==> src/rtl/pipeline_regfile_pkg.sv <==
// Shared pipeline constants for the register file and its load scoreboard.
package pipeline_regfile_pkg;
  localparam int REG_IDX_W = 5;
  localparam int XLEN      = 32;
  localparam int NREGS     = 32;
  localparam logic [REG_IDX_W-1:0] REG_ZERO = 5'd0;
endpackage

==> src/rtl/pipeline_regfile_scoreboard.sv <==
// Per-register pending-load scoreboard with load-use busy lookups for both read ports.
module pipeline_regfile_scoreboard
  import pipeline_regfile_pkg::*;
(
  input  logic                 clk,
  input  logic                 rst_n,
  input  logic                 we,
  input  logic [REG_IDX_W-1:0] windex,
  input  logic                 pend_set,
  input  logic [REG_IDX_W-1:0] pend_index,
  input  logic                 flush,
  input  logic [REG_IDX_W-1:0] raddr_a,
  input  logic [REG_IDX_W-1:0] raddr_b,
  output logic                 busy_a,
  output logic                 busy_b,
  output logic [NREGS-1:0]     pending
);

  logic [NREGS-1:0] pend_q, pend_d;
  logic [NREGS-1:0] set_vec, clr_vec;
  logic             wr_hit_a, wr_hit_b;

  always_comb begin
    set_vec = '0;
    clr_vec = '0;
    if (pend_set && pend_index != REG_ZERO) set_vec = NREGS'(1) << pend_index;
    if (we && windex != REG_ZERO)           clr_vec = NREGS'(1) << windex;
    // A set overrides a same-cycle write: the write is from an older instruction.
    if (flush) pend_d = '0;
    else       pend_d = set_vec | (pend_q & ~clr_vec);
  end

  always_ff @(posedge clk or negedge rst_n) begin
    if (!rst_n) pend_q <= '0;
    else        pend_q <= pend_d;
  end

  assign wr_hit_a = we && (windex == raddr_a);
  assign wr_hit_b = we && (windex == raddr_b);
  assign busy_a   = pend_q[raddr_a] && !wr_hit_a;
  assign busy_b   = pend_q[raddr_b] && !wr_hit_b;
  assign pending  = pend_q;

endmodule

==> src/rtl/pipeline_regfile.sv <==
// 32x32 register file: one write port, two combinational read ports with write bypass.
module pipeline_regfile
  import pipeline_regfile_pkg::*;
(
  input  logic                 clk,
  input  logic                 rst_n,
  input  logic                 we,
  input  logic [REG_IDX_W-1:0] windex,
  input  logic [XLEN-1:0]      win,
  input  logic [REG_IDX_W-1:0] raddr_a,
  output logic [XLEN-1:0]      rdata_a,
  input  logic [REG_IDX_W-1:0] raddr_b,
  output logic [XLEN-1:0]      rdata_b,
  input  logic                 pend_set,
  input  logic [REG_IDX_W-1:0] pend_index,
  input  logic                 flush,
  output logic                 busy_a,
  output logic                 busy_b,
  output logic [NREGS-1:0]     pending
);

  logic [XLEN-1:0] regs_q [NREGS];

  always_ff @(posedge clk or negedge rst_n) begin
    if (!rst_n) begin
      for (int i = 0; i < NREGS; i++) regs_q[i] <= '0;
    end else if (we && windex != REG_ZERO) begin
      regs_q[windex] <= win;
    end
  end

  // Bypass is gated by rst_n too, so a write presented during reset never leaks out.
  always_comb begin
    rdata_a = '0;
    rdata_b = '0;
    if (rst_n && raddr_a != REG_ZERO)
      rdata_a = (we && windex == raddr_a) ? win : regs_q[raddr_a];
    if (rst_n && raddr_b != REG_ZERO)
      rdata_b = (we && windex == raddr_b) ? win : regs_q[raddr_b];
  end

  pipeline_regfile_scoreboard u_sb (
    .clk        (clk),
    .rst_n      (rst_n),
    .we         (we),
    .windex     (windex),
    .pend_set   (pend_set),
    .pend_index (pend_index),
    .flush      (flush),
    .raddr_a    (raddr_a),
    .raddr_b    (raddr_b),
    .busy_a     (busy_a),
    .busy_b     (busy_b),
    .pending    (pending)
  );

endmodule

==> config.mk <==
export PLATFORM = sky130hd
export DESIGN_NAME = pipeline_regfile
export DESIGN_NICKNAME = d
export VERILOG_FILES = /design/src/rtl/pipeline_regfile_pkg.sv /design/src/rtl/pipeline_regfile_scoreboard.sv /design/src/rtl/pipeline_regfile.sv
export SDC_FILE = /design/constraint.sdc
export NUM_CORES = 2
export LEC_CHECK = 0
export BUFFER_PORTS_ARGS = -buffer_cell sky130_fd_sc_hd__buf_2
export CORE_MARGIN = 2
export CORE_UTILIZATION = 45
export CTS_CLUSTER_SIZE = 30
export DETAILED_ROUTE_END_ITERATION = 8
export MAX_ROUTING_LAYER = met4
export PLACE_DENSITY = 0.68
export SLEW_MARGIN = 20
export SYNTH_ARGS = -nofsm -noshare
export SYNTH_HDL_FRONTEND = slang
export SYNTH_SLANG_ARGS = --single-unit
==> constraint.sdc <==
create_clock -name clk -period 2.8 [get_ports clk]
set_input_delay 0.56 -clock clk [delete_from_list [all_inputs] [get_ports clk]]
set_output_delay 0.56 -clock clk [all_outputs]
set_load 0.01 [all_outputs]
==> out/results.txt <==
TritonCTS clock tree - built
Antenna violation net count after detailed routing - 0
Num CTS Buffers - 113
Layout fillers - 10.1k
Largest net degree at the start of global routing - 181
Simple-gate share of the synthesized area - 1.99%
Largest family of logic cells by synthesized area - multiplexers
Global-route wire length before repair - 273 mm
Initial antenna violation count - 2
Worst Tran Pin Value - 1.05 ns
Ports - 155
Synthesized area - 57500 sq um
Final hold violations - 13
Detailed placer's ending HPWL - 113 mm
RSZ-0062 raised after global routing - yes
Die span in x - 361 um
# setup viols final - 66
1st-pass router iterations - 6
Adder-Cell Fraction of Synth Area - 0%
Synthesized flop and latch total - 1056
Register area share after synthesis - 46.0%
Post-synthesis cell type count - 50
Gr usage total - 28.6%
Starting Density - 45.2%
Critical-path maximum fanout - 2
Multiplexer share of the synthesized area - 40.5%
Yosys top cell area share - 46.0%
Max-slew headroom - 29.9%
Commonest non-fill, non-tap cell in the layout - dfrtp_1
DIE AREA - 131000 sq um
Maxcap violations - 0
Dominant cells by area after synthesis - dfrtp_1 46%, mux2_2 19%, mux4_2 14%, mux2i_1 5.2%, a221oi_1 1.9%
Port bufs - 154
Hold WS - -0.0385 ns
Crit Path Class - flop to output pin
Failing checks - negative hold slack, negative setup slack
Clock latency on the worst-skew pair - 0.73 ns
Initial DRC Count - 4065
Reg clk slew, reported paths - 0.06 ns
Clk sink count - 1056
DR DRC count - 0
Worst Hold Class - input port to async pin
Worst Path Required - 2.24 ns
CTS Buffer Depth - 3
Avg Cell Area, Syn - 14.1 sq um
Core area - 127000 sq um
Pleak - 31.0 nW
Crit start category - flop
Maximum clock frequency - 321 MHz
Final core occ - 55.4%
Net count, final - 4524
Final worst setup slack - -0.312 ns
Area delta synth->final - 22.7%
Synth Area in XOR/XNOR - 0.152%
Most frequent cells in the layout - 1054 x dfrtp_1, 975 x mux2_2, 418 x buf_4
Complex-gate fraction of the synthesized area - 7.41%
Post-Synthesis Cells - 4064
Ys flop type - dfrtp_1
WL per Instance - 29.6 um
Vias in the first global route - 41.4k
Pwr/cell area - 657 nW/um^2
Post-synth ARST share - 100%
CP Data Arrival Time - 2.55 ns
Reg2Reg Setup Slack - 1.79 ns
Power consumption - 46.3 mW
Syn_nets - 4121
Post-layout min period - 3.11 ns
Placed instance area - 63300 sq um
Crit. End Element - output pin
Final Routed Wirelength - 184 mm
Clock root cell - clkbuf_16
Fin. max-slew vios - 0
CTS H-tree lvls - 3
Vias - 40.6k
Final critical-path share of the clock period - 111%
Total grt overflow - 0
Worst vdd ir - 0.499 mV
Synth area leader - dfrtp_1
Layout cell share with drive strength beyond 1 - 58.0%
Final Cell Area - 70500 sq um
Avg Vias per Cell - 6.52
Status - finished, violations left
Clk_skew - 0 ns
EDFF count, synth - 0
Gpl congestion - 0.890
Die Ht - 361 um
Yosys warning count - 0
Fin Setup TNS - -12.62 ns
Row Count - 131
## path summary, 6_finish.rpt
path,startpoint,depth (start not counted),endpoint
hold / removal,rst_n,2,regs_q[322]
setup / recovery,regs_q[893],6,rdata_a[29]
setup reg to reg,regs_q[393],3,regs_q[393]
max in group asynchronous,rst_n,5,regs_q[545]
min in group clk,win[19],2,regs_q[243]
hold reg to reg,regs_q[1010],0,regs_q[1010]
## worst max-delay path, cell delays in order (launching register included)
cell and delay, ns:
dfrtp_1 0.40, mux4_2 0.48, nor2b_4 0.14, a211oi_2 0.20, a211oi_2 0.12, a221o_1 0.32
buf_2 0.15
## cells by family (layout without fill, tap and decap cells)
logic type             Yosys count  count (layout)
buffers and inverters          473             965
other                            0               2
AO/OA/AOI/OAI                  569             569
flip-flops                    1056            1056
AND/OR/NAND/NOR                238             238
XOR/XNOR                        10              10
multiplexers                  1718            1718
## where the power goes
group	internal (mW)	switching (mW)	total, mW
registers	18.1	2.14	20.2
logic	6.15	4.27	10.4
clock network	9.11	6.58	15.7
## cell usage after synthesis, types with 10 or more instances
cell type and count:
a211oi_1 60, a21oi_1 52, a221o_1 62, a221oi_1 126
a22oi_1 111, buf_1 43, buf_2 126, buf_4 35
buf_6 28, clkbuf_1 236, dfrtp_1 1056, mux2_1 20
mux2_2 976, mux2_4 58, mux2i_1 301, mux4_2 363
nand2_1 36, nand2b_1 14, nor2_1 107, nor2b_1 40
nor3_1 10, o21ai_0 72, o21ai_1 33, o221ai_1 39
xnor2_1 10
## timing repair
item,CTS,global route
endpoints found under the hold margin,73,0
gates cloned,11,4
hold buffers,2,0
pin swaps,181,62
resized for setup,269,148
endpoints found under the setup margin,66,66
setup buffers,106,39
## routing by layer
layer / share of wire [%] / GRT usage (%) / routed length, um
met3: 7.5 / 4.97 / 13700
met2: 48 / 44.8 / 87800
met4: 4.9 / 11.8 / 8950
met1: 40 / 36.9 / 73600
met5: 0 / - / 0
## area by class of cell
type                       instances  area [sq um]  area share [%]
inverter                           5          21.3          0.0302
multi-input combinational       2535         30400            43.1
antenna                            2          5.00         0.00710
sequential                      1056         26400            37.5
clock inverter                    48           599           0.850
timing repair buffer             756          7720            10.9
clock buffer                     156          3250            4.61
tap                             1662          2080            2.95
## sequential cells by signal (all words and copies together), names as in the netlist
name          count
regs_q         1024
u_sb.pending     32
## stage by stage
step,setup slack [ns],cells
2_1_floorplan,0.0300,4064
3_3_place_gp,-0.555,5873
3_5_place_dp,-0.518,5873
4_1_cts,-0.281,6178
5_1_grt,-0.372,6220
6_report,-0.312,6220
Note: power is estimated with default switching activity, not from simulation.
